--- src/rtl/imem_loader_if.sv ---
// rtl/imem_loader_if.sv - instruction word write channel between image source and imem_loader
interface imem_loader_if #(
    parameter int DW = 16
);
    logic          wr_valid;
    logic [DW-1:0] wr_data;
    logic          wr_ready;

    // Image source drives words, loader answers with ready
    modport master (
        output wr_valid,
        output wr_data,
        input  wr_ready
    );

    // Loader side of the channel
    modport slave (
        input  wr_valid,
        input  wr_data,
        output wr_ready
    );
endinterface

--- src/rtl/imem_loader.sv ---
// rtl/imem_loader.sv - program-load instruction store with fetch port; optional IMEM_CHECKSUM_EN
module imem_loader #(
    parameter int DEPTH = 16,
    parameter int AW    = 4,
    parameter int DW    = 16
) (
    input  logic              clk1,
    input  logic              reset,
    input  logic              load_start,
    input  logic [AW:0]       load_len,
    imem_loader_if.slave      wr,
    input  logic [AW-1:0]     pc,
    output logic [DW-1:0]     instruction,
    output logic              cpu_run,
    output logic              busy,
    output logic              load_err
);

`ifdef IMEM_CHECKSUM_EN
    typedef enum logic [1:0] {S_IDLE, S_LOAD, S_CHECK, S_RUN} state_t;
`else
    typedef enum logic [1:0] {S_IDLE, S_LOAD, S_RUN} state_t;
`endif

    state_t          state;
    state_t          state_nxt;
    logic [DW-1:0]   mem [DEPTH];
    logic [AW-1:0]   wptr;
    logic [AW:0]     len;
    logic            xfer;
    logic            last_word;
    logic            start_ok;

    // Accepting-state decode comes from registered state only, never from wr_valid
`ifdef IMEM_CHECKSUM_EN
    assign wr.wr_ready = (state == S_LOAD) || (state == S_CHECK);
`else
    assign wr.wr_ready = (state == S_LOAD);
`endif
    assign busy      = wr.wr_ready;
    assign cpu_run   = (state == S_RUN);
    assign xfer      = wr.wr_valid && wr.wr_ready;
    assign last_word = ({1'b0, wptr} == (len - (AW+1)'(1)));
    assign start_ok  = load_start && ((state == S_IDLE) || (state == S_RUN));

    // Fetch is combinational and reads as NOP until an image is running
    assign instruction = cpu_run ? mem[pc] : '0;

    // State register
    always_ff @(posedge clk1 or negedge reset) begin
        if (!reset) begin
            state <= S_IDLE;
        end else begin
            state <= state_nxt;
        end
    end

`ifdef IMEM_CHECKSUM_EN
    logic [DW-1:0] acc;
    logic          err_q;

    assign load_err = err_q;

    // Running checksum of stored words and sticky error flag
    always_ff @(posedge clk1 or negedge reset) begin
        if (!reset) begin
            acc   <= '0;
            err_q <= 1'b0;
        end else if (start_ok) begin
            acc   <= '0;
            err_q <= 1'b0;
        end else if (xfer && (state == S_LOAD)) begin
            acc <= acc + wr.wr_data;
        end else if (xfer && (state == S_CHECK) && (wr.wr_data != acc)) begin
            err_q <= 1'b1;
        end
    end
`else
    assign load_err = 1'b0;
`endif

    // Next-state: start a load, finish on the last word, verify checksum if present
    always_comb begin
        state_nxt = state;
        case (state)
            S_IDLE: begin
                if (load_start) state_nxt = S_LOAD;
            end
            S_LOAD: begin
                if (xfer && last_word) begin
`ifdef IMEM_CHECKSUM_EN
                    state_nxt = S_CHECK;
`else
                    state_nxt = S_RUN;
`endif
                end
            end
`ifdef IMEM_CHECKSUM_EN
            S_CHECK: begin
                if (xfer) state_nxt = (wr.wr_data == acc) ? S_RUN : S_IDLE;
            end
`endif
            S_RUN: begin
                if (load_start) state_nxt = S_LOAD;
            end
            default: state_nxt = S_IDLE;
        endcase
    end

    // Length capture, write pointer and instruction store; reset wipes any partial image
    always_ff @(posedge clk1 or negedge reset) begin
        if (!reset) begin
            wptr <= '0;
            len  <= '0;
            for (int i = 0; i < DEPTH; i++) begin
                mem[i] <= '0;
            end
        end else if (start_ok) begin
            wptr <= '0;
            len  <= (load_len == '0) ? (AW+1)'(DEPTH) : load_len;
        end else if (xfer && (state == S_LOAD)) begin
            mem[wptr] <= wr.wr_data;
            wptr      <= wptr + 1'b1;
        end
    end

endmodule

--- src/flat_wrapper.sv ---
// flat-port wrapper written by rule: the top's interface ports become plain ports
module imem_loader_flat 
#(
    parameter int DEPTH = 16,
    parameter int AW    = 4,
    parameter int DW    = 16
)
  (clk1, reset, load_start, load_len, pc, instruction, cpu_run, busy, load_err, wr_wr_valid, wr_wr_data, wr_wr_ready);
  imem_loader_if #(.DW(DW)) wr_i ();
  input  logic clk1;
  input  logic reset;
  input  logic load_start;
  input  logic [AW:0] load_len;
  input  logic [AW-1:0] pc;
  output logic [DW-1:0] instruction;
  output logic cpu_run;
  output logic busy;
  output logic load_err;
  input wire logic [$bits(wr_i.wr_valid)-1:0] wr_wr_valid;
  input wire logic [$bits(wr_i.wr_data)-1:0] wr_wr_data;
  output wire logic [$bits(wr_i.wr_ready)-1:0] wr_wr_ready;
  assign wr_i.wr_valid = wr_wr_valid;
  assign wr_i.wr_data = wr_wr_data;
  assign wr_wr_ready = wr_i.wr_ready;
  imem_loader #(.DEPTH(DEPTH), .AW(AW), .DW(DW)) u_core (.clk1(clk1), .reset(reset), .load_start(load_start), .load_len(load_len), .wr(wr_i), .pc(pc), .instruction(instruction), .cpu_run(cpu_run), .busy(busy), .load_err(load_err));
endmodule
--- config.mk ---
export PLATFORM = sky130hd
export DESIGN_NAME = imem_loader_flat
export DESIGN_NICKNAME = d
export VERILOG_FILES = /design/src/rtl/imem_loader_if.sv /design/src/rtl/imem_loader.sv /design/src/flat_wrapper.sv
export SDC_FILE = /design/constraint.sdc
export NUM_CORES = 1
export LEC_CHECK = 0
export ABC_AREA = 1
export CAP_MARGIN = 10
export CORE_ASPECT_RATIO = 0.75
export CORE_MARGIN = 3
export CORE_UTILIZATION = 47
export DETAILED_ROUTE_END_ITERATION = 16
export PLACE_DENSITY_LB_ADDON = 0.08
export REMOVE_ABC_BUFFERS = 1
export SLEW_MARGIN = 20
export SYNTH_ARGS = -nofsm -noshare
export SYNTH_HDL_FRONTEND = slang
export SYNTH_SLANG_ARGS = --single-unit
--- constraint.sdc ---
create_clock -name clk1 -period 2.2 [get_ports clk1]
set_clock_uncertainty 0.05 [all_clocks]
set_input_delay 0.66 -clock clk1 [delete_from_list [all_inputs] [get_ports clk1]]
set_output_delay 0.66 -clock clk1 [all_outputs]
set_load 0.01 [all_outputs]
After elaboration in Yosys (flattened, before gate mapping)

Cells that the tools add are included.
W data, S select, Z words.

Flip-flop bits (word level): 267
Output and inout bits: 20
Word-level logic and storage cells: 57

$add $sub $neg: 2
Magnitude comparators: 3
Equal/unequal tests: 5
Muxes and demuxes: 13
Bitwise logic cells: 3
Reduce and logical (&&, ||, !) cells: 12

Operator list:

| cell                  | count |
|---|---|
| $bwmux W256           | 1 |
| $bmux W16 S4          | 1 |
| $demux W16 S4         | 1 |
| $mux W16              | 4 |
| $ge A5 B5 Y1 const B  | 2 |
| $not A4 Y5            | 2 |
| $mux W4               | 2 |
| $eq A4 B5 Y1          | 1 |
| $logic_and A1 B1 Y1   | 5 |
| $logic_not A5 Y1      | 1 |
| $lt A5 B1 Y1 const B  | 1 |
| $mux W5               | 1 |
| $sub A5 B1 Y5 const B | 1 |
| $add A4 B1 Y4 const B | 1 |
| $mux W2               | 2 |
| $pmux W2 S2           | 1 |
| $reduce_and A2 Y1     | 2 |
| $eq A2 B1 Y1 const B  | 1 |
| $eq A2 B2 Y1 const B  | 1 |
| $logic_not A2 Y1      | 1 |
| $ne A2 B1 Y1 const B  | 1 |
| $ne A2 B2 Y1 const B  | 1 |
| $reduce_bool A2 Y1    | 1 |
| $reduce_or A2 Y1      | 1 |
| 2 further kinds       | 2 |

Depth between registers and ports, before layout

Gate-level depths: netlist (run 1).

Depth in word-level cells: 6
Depth in mapped cells: 11
Gate-level depth less buffers: 11

Worst setup path before layout (run 1)

Ideal clock, no wire load.

Path kind: input to output
Start: input pc[3]
End: output instruction[11]
Arrival: 1588 ps
Required time: 1490 ps
Setup slack: -98 ps
Cell stages on the path: 5
Path buffers: 2
Cells stage by stage: clkbuf_1 -> inv_1 -> buf_1 -> nand3_1 -> a21oi_1

Cells in the longest elaborated chain, start to end: 5

Ends and longest elaborated chain:

| what                                         | line               | RTL |
|---|---|---|
| start: declaration                           | flat_wrapper.sv:14 | `input logic [AW-1:0] pc;` |
| $not A4 Y5 (not written as such)             | imem_loader.sv:47  | `assign instruction = cpu_run ? mem[pc] : '0;` |
| $bmux W16 S4                                 | imem_loader.sv:47  |  |
| $mux W16 (not written as such) (2 in series) | imem_loader.sv:47  |  |
| $mux W16                                     | imem_loader.sv:47  |  |
| end: declaration                             | flat_wrapper.sv:15 | `output logic [DW-1:0] instruction;` |

Every way passes these cells. The select of a mux whose other input is x is not followed.

Worst setup path after layout (run 1)

Start: input pc[0]
End: output instruction[2]

The elaborated chain is that of the path after synthesis.

==> summary.md, run 1 <==
| Metric | Value |
|---|---|
| Arr. time, crit path | 1.79 ns |
| Post-DR vias/cell | 5.26 |
| Worst IR Drop VDD | 689 µV |
| Number of antenna violations at the first check in global routing | 1 |
| Failing checks | negative setup slack |
| Pre-Repair DR Iteration Count | 5 |
| Relative contribution of combinational cells to total power | 31.9% |
| Biggest fanout along the worst timing path | 35 |
| Period minus WS final | between 2 and 2.5 ns |
| Full die area | between 30000 and 40000 µm² |
| Detailed placement HPWL | 23800 µm |
| Gp weighted congestion | between 0.8 and 0.9 |
| Main area contributors after synthesis | sky130_fd_sc_hd__dfrtp_1, sky130_fd_sc_hd__nand2_1, sky130_fd_sc_hd__nand3_1 |
| I/O Pins | slightly below 50 |
| Wire length of the first global-routing pass | 60900 µm |
| Layout cell share with drive strength beyond 1 | between 10% and 20% |
| Number of buffers added by the clock tree synthesis step | 27 |
| CTS tree | yes |
| Kind of cell adding the most delay to the critical path | buffers and inverters |
| Post-synth EDFFs | 0 |
| PnR worst setup slack | -0.295 ns |
| Synth async-reset ratio | 100% |
| Share of the synthesized area in the top cell type | 50.6% |
| Peak clock frequency supported by timing | 401 MHz |
| Number of buffers added on ports | 47 |
| Chip width | between 150 and 200 µm |
| Cell Area, Synth | between 10000 and 15000 µm² |
| Antenna Violating Nets Remaining | 0 |
| Final period utilization | 113% |
| Area growth, synth to finish | 23.3% |
| Cells along the critical path | buf_16, buf_12, buf_4, nand2_1, nand3_1, nand3_1, nand3_2, a21oi_2, buf_2 |
| Endpoints failing hold | 0 |
| Wire length per cell after detailed routing | approximately 18 µm |
| H-Tree Level Count | 1 |
| Sequential share of the synthesized area | approximately half |
| Clock-pin slew on the worst setup and hold paths | 0.06 ns |
| Number of violations of the max-capacitance limit | 0 |
| Number of nets at the end of the flow | ~1900 |
| Global routing usage summed across all routing layers | about 26% |
| Post-synthesis sequential element count | approximately 270 |
| Area inside the core boundary | around 27000 µm² |
| Number of DRC markers in iteration 0 | 979 |
| Slowest cell on crit path | sky130_fd_sc_hd__buf_12 |
| Max stage delay on crit path | between 0.15 and 0.2 ns |
| Fillers | ~2500 |
| Final global-route overflow total | 0 |
| Final Power | 18.2 mW |
| Final-report max-slew violation count | 0 |
| Routed wire length | around 39000 µm |
| Drc violations | 0 |
| Run status | finished, violations left |
| Largest net degree at the start of global routing | 62 |
| Cell repeated most along the worst path | sky130_fd_sc_hd__nand3_1 |
| Internal Dissipation | 12.0 mW |
| Routed vias | approximately 12000 |
| Number of antenna diodes | 0 |
| Yosys cell types | 27 |
| Dominant synthesized flop cell | sky130_fd_sc_hd__dfrtp_1 |
| Most frequent cell after synthesis | sky130_fd_sc_hd__nand2_1 |
| Synth warnings | 0 |
| Number of global-route vias before repair | 10789 |
| Number of core rows | 52 |
| CTS root buffer | sky130_fd_sc_hd__clkbuf_16 |
| Setup CP Type | in -> out |
| Starting utilization of the core area | just under 50% |
| Mean instance size in the synthesized netlist | 7.55 µm² |
| Skew-Pair Late Insertion Delay | between 0.5 and 0.6 ns |
| Setup violators final | 16 |
| Top post-synthesis cells by count | sky130_fd_sc_hd__nand2_1, sky130_fd_sc_hd__dfrtp_1, sky130_fd_sc_hd__inv_1, sky130_fd_sc_hd__nand3_1, sky130_fd_sc_hd__o21ai_0 |
| Leakage | ~8 nW |
| Worst slack at placement | -0.984 ns |
| Worst Path Buf+Inv | 4 |
| Die Span Y | ~150 µm |
| Post-layout instance count excluding filler cells | between 2000 and 2500 |
| Worst Path Required | 1.49 ns |
| CP startpoint kind | primary input |
| Cell count after synthesis | about 1800 |
| Maximum number of buffers from clock root to sink | 3 |
| Worst hold path class | reg -> reg |
| Part of the total power dissipated in the clock network | about a quarter |
| Sort of element at the end of the critical path | primary output |
| Layout Utilization | between 50 and 60% |
| Total placed cells including tap cells | ~2100 |
| Sw frac | around 34% |
| Area leader, netlist | sky130_fd_sc_hd__dfrtp_1 |
| Switching component of the power | 6.17 mW |
| Setup repair after global routing missed its margin | true |
| Clock sink count | approximately 270 |
| PD cells | roughly 1100 nW/µm² |
| Sequential share of power | a little over two fifths |
[layout make-up]
type | instances | area (µm²) | share of cell area [%]
Tap cell | 351 | 439 | 2.69
Sequential cell | 267 | 6680 | 41.0
Inverter | 259 | 1030 | 6.31
Timing Repair Buffer | 166 | 2100 | 12.9
Multi-Input combinational cell | 1105 | 5200 | 31.9
Clock buffer | 40 | 835 | 5.12
Clock inverter | 3 | 15.0 | 0.0921
[layout by cell type, fill, tap and decap left out, types with 29 or more instances in the layout]
| master | n |
|---|---|
| sky130_fd_sc_hd__buf_12 | 41 |
| sky130_fd_sc_hd__buf_4 | 56 |
| sky130_fd_sc_hd__clkbuf_16 | 29 |
| sky130_fd_sc_hd__dfrtp_1 | 267 |
| sky130_fd_sc_hd__inv_1 | 251 |
| sky130_fd_sc_hd__nand2_1 | 560 |
| sky130_fd_sc_hd__nand3_1 | 182 |
| sky130_fd_sc_hd__nand3_2 | 31 |
| sky130_fd_sc_hd__o21ai_0 | 174 |
| sky130_fd_sc_hd__o21ai_1 | 93 |
[logic make-up after synthesis]
| family | count (synthesis) | synth area share [%] |
|---|---|---|
| AOI/OAI and AO/OA | 287 | 10.9 |
| xor gates and xnor gates | 2 | 0.133 |
| adders and majority gates | 5 | 0.473 |
| buffers and inverters | 379 | 11.7 |
| DFF | 267 | 50.6 |
| other | 1 | 0.0284 |
| and+or+nand+nor | 810 | 26.2 |
[registers in the layout (all words and copies together) (netlist names)]
| name | cells |
|---|---|
| u_core.wptr | 4 |
| u_core.len | 5 |
| u_core.mem | 256 |
| u_core.state | 2 |
[routing by layer]
| layer | track usage, % | vias up | share of wire, % |
|---|---|---|---|
| met2 | 41.2 | 326 | 45 |
| met5 | 0 | - | 0.029 |
| met1 | 37.6 | 5524 | 47 |
| met4 | 7.98 | 2 | 3.1 |
| li1 | - | 5590 | - |
| met3 | 3.29 | 72 | 5.5 |
[what timing repair did]
action,4_1_cts,5_1_grt
setup endpoints to repair,19,18
buffers inserted,9,4
gates resized for setup,164,20
pin swaps,20,9
endpoints found under the hold margin,39,0
gates cloned,7,2
hold buffers,1,0
[through the flow]
step / setup TNS, ns / cell area [µm²] / hold slack (ns)
after floorplan: -24.98 / 12700 / 0.314
after CTS: -3.88 / 16100 / 0.438
after global routing: -5.15 / 16300 / 0.454
final: -3.98 / 16300 / 0.438
after global placement: -14.39 / 14700 / 0.416
after detailed placement: -14.67 / 14700 / 0.422
[worst reg2reg max path: cells and delay by family (launching register included)]
| family | cells | cell delay, ns |
|---|---|---|
| AND/OR/NAND/NOR | 5 | 0.51 |
| buffers and inverters | 5 | 0.70 |
| AO/OA/AOI/OAI | 1 | 0.08 |
| flip-flops | 1 | 0.38 |
[final timing paths]
kind | from | to | slack, ns | cells past startpoint
min in group asynchronous | reset | u_core.mem[28] | 0.57 | 2
setup reg to reg | u_core.state[1] | u_core.mem[60] | 0.38 | 11
setup / recovery | pc[0] | instruction[2] | -0.30 | 9
hold reg to reg | u_core.mem[209] | u_core.mem[209] | 0.44 | 2
hold / removal | u_core.mem[209] | u_core.mem[209] | 0.44 | 2
max in group asynchronous | reset | u_core.mem[50] | 0.85 | 3
[power groups by stage]
stage	Clock (mW)	Combinational, mW	Sequential (mW)
finish	4.48	5.81	7.89
floorplan	0	3.82	7.75
CTS	4.59	5.73	7.88
global placement	0	5.38	7.89
detailed placement	0	5.51	7.95
global route	4.77	6.70	8.11
No activity file was read; power rests on OpenSTA's default activity.
==> run 2, diff against run 1 <==
Settings changed: TNS_END_PERCENT set to 20.
==> summary.md, run 2 (same netlist as run 1, synthesis figures left out) <==
| Metric | Value |
|---|---|
| Run status | finished, violations left |
| Failing checks | negative setup slack |
| Startpoint of the lowest-slack register-to-register path | u_core.state[1] |
| Drc violations | 0 (unchanged) |
| Detailed placement HPWL | 23800 µm (unchanged) |
| Number of global-route vias before repair | 10698 (-0.84%) |
| Cell repeated most along the worst path | sky130_fd_sc_hd__nand3_1 |
| Endpoints failing hold | 0 (unchanged) |
| Register-to-register path setup slack | 0.59 ns (+0.21 ns) |
| Skew-Pair Late Insertion Delay | 0.54 ns (about the same) |
| Number of DRC markers in iteration 0 | 886 (-9.5%) |
| Highest-count cells in the layout ignoring fill and taps | sky130_fd_sc_hd__nand2_1, sky130_fd_sc_hd__dfrtp_1, sky130_fd_sc_hd__inv_1 |
| Starting utilization of the core area | 48.4% (unchanged) |
| Arr. time, crit path | 1.79 ns (about the same) |
| Clock sink count | 267 (unchanged) |
| Final design instance area without fill | 16100 µm² (-1.4%) |
| Worst setup path endpoint | instruction[2] |
| Antenna Violating Nets Remaining | 0 (unchanged) |
| Period minus WS final | 2.50 ns (+0.00539 ns) |
| Hold wc startpoint | u_core.mem[209] |
| Final-report max-slew violation count | 0 (unchanged) |
| Worst slack at placement | -0.984 ns (unchanged) |
| Number of nets at the end of the flow | 1850 (-0.54%) |
| Number of buffers added on ports | 47 (unchanged) |
| CP startpoint kind | primary input |
| Largest net degree at the start of global routing | 62 (unchanged) |
| Worst Path Required | 1.49 ns (about the same) |
| Final global-route overflow total | 0 (unchanged) |
| Number of violations of the max-capacitance limit | 0 (unchanged) |
| Placed standard-cell area | 14700 µm² (unchanged) |
| Routed vias | 11357 (-1.4%) |
| Area growth, synth to finish | 21.7% |
| Wire length of the first global-routing pass | 60300 µm (-1.1%) |
| Worst hold path class | reg -> reg |
| Setup repair after global routing missed its margin | true |
| Layout cell share with drive strength beyond 1 | 13.4% (-0.74 points) |
| PnR worst setup slack | -0.300 ns (-0.00539 ns) |
| Critical register-to-register path endpoint | u_core.mem[192] |
| CTS root buffer | sky130_fd_sc_hd__clkbuf_16 |
| Chip width | 200 µm (unchanged) |
| Maximum number of buffers from clock root to sink | 3 (unchanged) |
| Full die area | 30200 µm² (unchanged) |
| Pre-Repair DR Iteration Count | 9 (+4) |
| Register name with the most flops | u_core.mem |
| Setup total negative slack | -3.97 ns (+0.00475 ns) |
| Setup violators final | 16 (unchanged) |
| Number of antenna violations at the first check in global routing | 0 (-1) |
| Global routing usage summed across all routing layers | 25.7% (-0.28 points) |
| Number of flip-flops in the largest register | 256 (unchanged) |
| Number of antenna diodes | 0 (unchanged) |
| Worst r2r path cells | 10 (-1) |
| Final period utilization | 114% (+0.25 points) |
| Top flop regs | u_core.mem (256), u_core.len (5), u_core.wptr (4) |
| Cells along the critical path | buf_16, buf_12, buf_4, nand2_1, nand3_1, nand3_1, nand3_2, a21oi_2, buf_2 |
| I/O Pins | 49 (unchanged) |
| Setup CP Type | in -> out |
| Area inside the core boundary | 27300 µm² (unchanged) |
| Worst IR Drop VDD | 690 µV (about the same) |
| Slowest cell on crit path | sky130_fd_sc_hd__buf_12 |
| Sort of element at the end of the critical path | primary output |
| CTS tree | yes |
| Critical path origin | pc[0] |
| Leakage | 7.91 nW (-1.2%) |
| Peak clock frequency supported by timing | 400 MHz (-0.22%) |
| Max stage delay on crit path | 0.18 ns (about the same) |
| Biggest fanout along the worst timing path | 35 (unchanged) |
| Number of cells on the worst hold path | 2 (unchanged) |
| Clock-pin slew on the worst setup and hold paths | 0.06 ns (about the same) |
| Gp weighted congestion | 0.808 (unchanged) |
| Number of buffers added by the clock tree synthesis step | 27 (unchanged) |
| H-Tree Level Count | 1 (unchanged) |
| Die Span Y | 151 µm (unchanged) |
| Post-DR vias/cell | 5.21 (-0.91%) |
| PD cells | 1120 nW/µm² (+0.68%) |
| Number of core rows | 52 (unchanged) |
| Wire length per cell after detailed routing | 17.4 µm (-1.3%) |
| Commonest non-fill, non-tap cell in the layout | sky130_fd_sc_hd__nand2_1 |
| Routed wire length | 37800 µm (-1.8%) |
-- run 2: cell count changes in the layout (fill, tap and decap cells not counted), moves of 3 or more --
cell | previous run | this run
sky130_fd_sc_hd__buf_12 | 41 | 38
sky130_fd_sc_hd__buf_16 | 10 | 6
sky130_fd_sc_hd__buf_8 | 8 | 4
sky130_fd_sc_hd__nand3_2 | 31 | 28
-- run 2: layout make-up --
cell class | instances | area (µm²)
multi-input cells | 1105 | 5190
flip-flops and latches | 267 | 6680
clock buffers | 40 | 835
fillers | 2521 | 11300
inverters | 259 | 1010
well taps | 351 | 439
repair buffers | 156 | 1900
clock inverters | 3 | 15.0
-- run 2: per-layer routing --
layer	vias up	part of all wire [%]	GRT usage, %	routed length, µm
li1	5571	-	-	-
met1	5384	47	37.1	17700
met2	337	45	40.9	16900
met3	65	5.8	3.29	2210
met4	0	2.8	7.88	1060
met5	-	0	0	0
-- run 2: report_power, final --
group	switching, mW	internal [mW]	total (mW)
combinational	3.45	2.23	5.69
sequential	0.770	7.12	7.89
clock	1.89	2.58	4.48
-- run 2: how the worst min path moves through the flow --
stage | endpoint | slack, ns
finish | u_core.mem[209] | 0.43
global placement | u_core.mem[245] | 0.42
detailed placement | u_core.mem[221] | 0.42
global route | u_core.mem[224] | 0.45
floorplan | u_core.len[0] | 0.31
CTS | u_core.mem[221] | 0.44
-- run 2: critical path: cells and delay by family --
family / cells / cell delay (ns)
buffers and inverters: 4 / 0.62
AO/OA/AOI/OAI: 1 / 0.16
AND/OR/NAND/NOR: 4 / 0.32
-- run 2: timing repair --
item | CTS | global route
cloned | 5 | 0
hold buffers | 1 | 0
pin swaps | 13 | 7
setup endpoints to repair | 19 | 17
setup buffers | 7 | 0
resized for setup | 150 | 12
hold endpoints to repair | 39 | 0
-- run 2: stage by stage --
stage,utilization (%),total power [mW],hold WS [ns],std cells
after floorplan,-,11.6,0.314,1631
after global placement,53.9,13.3,0.416,2125
after detailed placement,53.9,13.5,0.422,2125
after CTS,58.6,18.2,0.438,2181
after global routing,58.8,19.5,0.454,2181
final,58.8,18.1,0.434,2181
==> edit 1, RTL diff (config.mk and constraints of run 1) <==
`DEPTH` is set to 16 in 2 places; all go to 64.
--- a/src/rtl/imem_loader.sv
+++ b/src/rtl/imem_loader.sv
@@ -1,5 +1,5 @@
 // rtl/imem_loader.sv - program-load instruction store with fetch port; optional IMEM_CHECKSUM_EN
 module imem_loader #(
-    parameter int DEPTH = 16,
+    parameter int DEPTH = 64,
     parameter int AW    = 4,
     parameter int DW    = 16
--- a/src/flat_wrapper.sv
+++ b/src/flat_wrapper.sv
@@ -2,5 +2,5 @@
 module imem_loader_flat 
 #(
-    parameter int DEPTH = 16,
+    parameter int DEPTH = 64,
     parameter int AW    = 4,
     parameter int DW    = 16
Function: no difference found for any inputs over 4 cycles, from zero or initial values and one cycle with reset low; that may be too few to reach the edited logic, so the function may still have changed.
==> edit 1 against run 1 <==
  * Power rose by 4.4%
  * Sequential cell count did not move
  * Largest power group unchanged
  * Highest routed layer is now met4
  * Worst setup slack lost 0.018 ns
  * Final area is 5.3% higher
  * Sequential power increased by 1%
  * The flow still finishes with violations (setup timing)
  * Area after synthesis up 0.99%
  * Routed wire length grew 4.6%
==> edit 1: results (changes against run 1) <==
Status - complete, but fails checks
Failing checks - setup timing
Routed vias - 11600 (+0.46%)
Buffers added on ports - 47 (unchanged)
Initial antenna violation count - 0 (-1)
FFs w/ async S/R, synth - 100% (unchanged)
Synth top area cells - dfrtp_1 (50%), nand2_1 (16%), o21ai_0 (7.9%)
Clock slew at reported path FFs - 0.06 ns (about the same)
Num CTS Buffers - 28 (+3.7%)
CP Max Fanout - 8 (-77%)
Clk Latency, worst-skew pair - 0.53 ns
Final setup margin - -0.313 ns (-0.0180 ns)
Largest net degree at the start of global routing - 59 (-4.8%)
Worst hold path class - in -> async
FILL cells - 2443 (-1.9%)
Most used DFF post-synth - dfrtp_1
Worst VDD drop - 0.000781 V (+13%)
Setup-failing EPs final - 16 (unchanged)
Layout Cells excl Fill - 2233 (+1.9%)
Avg Inst Size Synth - 7.64 um^2 (+1.2%)
Final Net Count - 1872 (+0.65%)
ANT cells - 0 (unchanged)
Layout cells sized above 1 - 19.7% (+5.5 points)
DR iter-0 viols - 1001 (+2.2%)
Least-Margin Pin Slew - 0.532 ns
Gr usage total - 26.4% (+0.44 points)
H-tree depth - 1 (unchanged)
Vias in the first global route - 11200 (+3.6%)
Ys Warns - 0 (unchanged)
Routability cong. - 0.822 (+1.7%)
Synth cell count leaders - nand2_1 (574), dfrtp_1 (267), inv_1 (247)
Biggest regs - u_core.mem x256, u_core.len x5, u_core.wptr x4
Root Buffer - clkbuf_16
Global-route wire length before repair - 63900 um (+4.9%)
DRT Pass-1 Iters - 5 (unchanged)
Deepest clock path buffer count - 3 (unchanged)
Critical path arrival - 1.80 ns
Sequential area share after synthesis - 50.1% (-0.50 points)
Routed WL - 40300 um (+4.6%)
Yosys cell types - 27 (unchanged)
LEAKAGE - 8.38 nW (+4.6%)
DPL Wire Length - 24500 um (+2.9%)
## edit 1: per-layer routing
| metal | track usage, % | share of wire (%) | wire, um | up-vias |
|---|---|---|---|---|
| li1 | - | - | - | 5620 |
| met2 | 39.9 | 43 | 17500 | 372 |
| met4 | 6.82 | 2.9 | 1150 | 0 |
| met5 | 0 | 0 | 0 | - |
| met3 | 4.30 | 6.8 | 2740 | 82 |
| met1 | 39.8 | 47 | 18900 | 5493 |
## edit 1: layout make-up
type                    instances  area (um^2)  area share (%)
flip-flops and latches        267         6680            38.9
multi-input cells            1108         5640            32.9
repair buffers                180         2460            14.3
inverters                     252          992            5.78
clock buffers                  43          828            4.83
well taps                     378          473            2.76
clock inverters                 4         70.1           0.408
repair inverters                1         16.3          0.0948
## edit 1: worst paths after layout
check	startpoint	endpoint	slack (ns)	cells past startpoint
setup reg to reg	u_core.state[0]	u_core.mem[972]	0.34	11
hold / removal	reset	u_core.mem[945]	0.01	1
max in group asynchronous	reset	u_core.mem[979]	1.39	2
setup / recovery	pc[0]	instruction[11]	-0.31	9
hold reg to reg	u_core.mem[961]	u_core.mem[961]	0.43	2
min in group clk1	u_core.mem[961]	u_core.mem[961]	0.43	2
## edit 1: metrics by stage
stage / setup WS, ns / instance area (um^2) / setup TNS (ns) / power [mW] / hold slack [ns]
floorplan: -1.56 / 12700 / -24.94 / 11.8 / 0.314
global placement: -0.976 / 15000 / -15.35 / 13.6 / 0.415
detailed placement: -0.982 / 15000 / -15.85 / 13.8 / 0.418
CTS: -0.292 / 16800 / -4.03 / 18.8 / 0.0181
global route: -0.361 / 17200 / -5.18 / 20.4 / 0.0386
finish: -0.313 / 17200 / -4.21 / 19.0 / 0.0147
## edit 1: report_power, final
group	internal, mW	switching (mW)	total [mW]	leakage, nW
Clock	2.79	1.91	4.71	0.440
Sequential	7.17	0.839	8.00	3.03
Combinational	2.44	3.83	6.27	4.91
Total	12.4	6.58	19.0	8.38
## edit 1: critical path, cell delays in order
cell and delay [ns]:
buf_16 0.14, buf_12 0.17, buf_4 0.14, nand2_1 0.07, nand3_1 0.08, nand3_1 0.09, nand3_2 0.10, a21oi_2 0.18
buf_2 0.15
## edit 1: cells by family after synthesis
group / Yosys count / synth area share [%]
simple gates: 814 / 26.2
buf+inv: 372 / 12.0
compound gates: 281 / 10.8
flops: 267 / 50.1
xor+xnor: 7 / 0.459
fa+ha+maj: 5 / 0.469
other cells: 1 / 0.0281
## edit 1: what timing repair did
action / in CTS / in global routing
endpoints found under the setup margin: 19 / 18
pin swaps: 50 / 34
buffers inserted: 8 / 1
gates cloned: 17 / 0
resized for setup: 185 / 84
hold buffers: 0 / 0
hold endpoints to repair: 0 / 0
==> edit 2, RTL diff (flow settings as in run 1) <==
Without the edit above. The 3 states of `state_t` get a one-hot encoding in 3 bits.
--- a/src/rtl/imem_loader.sv
+++ b/src/rtl/imem_loader.sv
@@ -20,5 +20,5 @@
     typedef enum logic [1:0] {S_IDLE, S_LOAD, S_CHECK, S_RUN} state_t;
 `else
-    typedef enum logic [1:0] {S_IDLE, S_LOAD, S_RUN} state_t;
+    typedef enum logic [2:0] {S_IDLE = 3'b001, S_LOAD = 3'b010, S_RUN = 3'b100} state_t;
 `endif
 
Check against the original RTL: no difference found for any inputs over 4 cycles, from zero or initial values and one cycle with reset low; so few cycles prove little.
==> edit 2 against run 1 <==
  * Synthesized cell count shrank 2.5%
  * Critical path type unchanged
  * The run still ends with setup timing left
  * Routed wire length grew 4.2%
  * Maximum frequency shrank 3.4%
  * Final area grew 0.35%
  * Largest cell class unchanged
  * Sequential cell count grew 1
  * Worst setup slack lost 0.089 ns
  * Critical path depth grew 1
  * Sequential share of layout area is essentially flat
  * Area after synthesis shrank 1.9%
  * Hold slack lost 0.0042 ns
Power is not compared: it rests on default switching activity, and its combinational part moved more than twofold at a synthesized area within 25%.
==> edit 2: results (changes against run 1) <==
FFs w/ async S/R, synth - 100% (unchanged)
Worst reg2reg startpoint - u_core.state[0]
Biggest regs - u_core.mem x256, u_core.len x5, u_core.wptr x4
Sequential area share after synthesis - 51.7% (+1.2 points)
H-tree depth - 1 (unchanged)
Worst Reg-to-Reg Cells - 10 (-1)
FF-to-FF setup slack - 0.33 ns (-0.05 ns)
Deepest clock path buffer count - 3 (unchanged)
Buffers added on ports - 47 (unchanged)
Status - complete, but fails checks
Synth cell count leaders - nand2_1 (664), dfrtp_1 (267), o21ai_0 (238)
Switch Pwr - 3.71 mW
Synth top area cells - dfrtp_1 (52%), nand2_1 (19%), o21ai_0 (9.2%)
Vias/cell - 5.35 (+1.9%)
Global-route wire length before repair - 62900 um (+3.2%)
CP Max Fanout - 6 (-83%)
Least-Margin Pin Slew - 0.519 ns
Routability cong. - 0.836 (+3.5%)
Gr usage total - 27.4% (+1.4 points)
Routed WL per cell - 18.7 um (+6.5%)
DR iter-0 viols - 1136 (+16%)
LEAKAGE - 7.86 nW
Setup-failing EPs final - 17 (+1)
DPL Wire Length - 24200 um (+1.6%)
Largest net degree at the start of global routing - 74 (+19%)
Crit path capture - instruction[6]
Initial antenna violation count - 0 (-1)
Worst VDD drop - 0.000638 V
ANT cells - 0 (unchanged)
Routed vias - 11500 (-0.26%)
Final setup margin - -0.384 ns (-0.0888 ns)
Final Net Count - 1815 (-2.4%)
Failing checks - setup timing
Clk Latency, worst-skew pair - 0.55 ns
Layout cells sized above 1 - 15.9% (+1.7 points)
Clock slew at reported path FFs - 0.06 ns (about the same)
Most used DFF post-synth - dfrtp_1
Gate Count Post-Synth - 1708 (-2.5%)
Worst hold path class - reg -> reg
Top-count cell post-synth - nand2_1
Dpl cells - 2072 (-2.5%)
Ys Warns - 0 (unchanged)
Reg2reg end - u_core.mem[24]
Num CTS Buffers - 28 (+3.7%)
DRT Pass-1 Iters - 6 (+1)
Yosys cell types - 30 (+11%)
Root Buffer - clkbuf_16
Crit. Startpoint - pc[0]
edit 2: worst min path at each step:
stage                     depth (start not counted)       startpoint  slack (ns)         endpoint
after floorplan                                   0            reset        0.31    u_core.len[0]
after global placement                            2  u_core.mem[254]        0.42  u_core.mem[254]
after detailed placement                          2   u_core.mem[62]        0.42   u_core.mem[62]
after CTS                                         2  u_core.mem[198]        0.44  u_core.mem[198]
after global routing                              2  u_core.mem[216]        0.45  u_core.mem[216]
final                                             2   u_core.mem[97]        0.43   u_core.mem[97]
edit 2: kinds of logic after synthesis:
kind of cell    synth area share, %
simple gates                   27.5
buf+inv                        8.81
compound gates                 11.0
flops                          51.7
xor+xnor                      0.473
fa+ha+maj                     0.483
other cells                  0.0289
edit 2: routing by layer:
| metal | GRT usage [%] | share of wire (%) | wire, um | vias to the layer above |
|---|---|---|---|---|
| met3 | 6.01 | 8.3 | 3350 | 59 |
| met1 | 41.1 | 46 | 18700 | 5493 |
| met5 | 0 | 0 | 0 | - |
| li1 | - | - | - | 5527 |
| met2 | 41.0 | 43 | 17300 | 405 |
| met4 | 5.69 | 2.1 | 837 | 0 |
edit 2: critical path, stage by stage:
cell	delay, ns
buf_16	0.16
clkbuf_16	0.21
buf_8	0.12
nand2_1	0.04
nand2_1	0.05
nand2_1	0.06
nand3_2	0.08
nand3_2	0.10
a21oi_4	0.20
buf_2	0.16
edit 2: layout make-up:
cell class	instances	area [um^2]
well taps	344	430
clock buffers	43	858
repair buffers	164	2150
clock inverters	7	60.1
flip-flops and latches	268	6710
inverters	166	649
multi-input cells	1153	5500
fillers	2339	10200
edit 2: power groups by stage:
stage	logic (mW)	clock network [mW]	registers, mW
2_1_floorplan	1.29	0	5.83
3_3_place_gp	2.09	0	5.90
3_5_place_dp	2.14	0	5.90
5_1_grt	2.70	5.06	5.91
4_1_cts	2.30	4.84	5.83
6_report	2.37	4.76	5.85
edit 2: repair_timing:
item                                    4_1_cts  5_1_grt
hold buffers                                  1        0
gates resized for setup                     178       42
endpoints found under the setup margin       19       19
hold endpoints to repair                     31        0
buffers inserted                             12        0
pin swaps                                    31       19
cloned                                        5        5
edit 2: per-stage QoR:
stage               setup TNS [ns]  area, um^2  power (mW)  setup slack (ns)  util [%]
global route                 -6.72       16400        13.7            -0.439      61.6
floorplan                   -38.71       12400        7.12             -1.56         -
finish                       -5.69       16400        13.0            -0.384      61.6
global placement            -15.97       14600        7.99             -1.03      54.8
detailed placement          -16.84       14600        8.04             -1.04      54.8
CTS                          -5.45       16000        13.0            -0.377      60.4
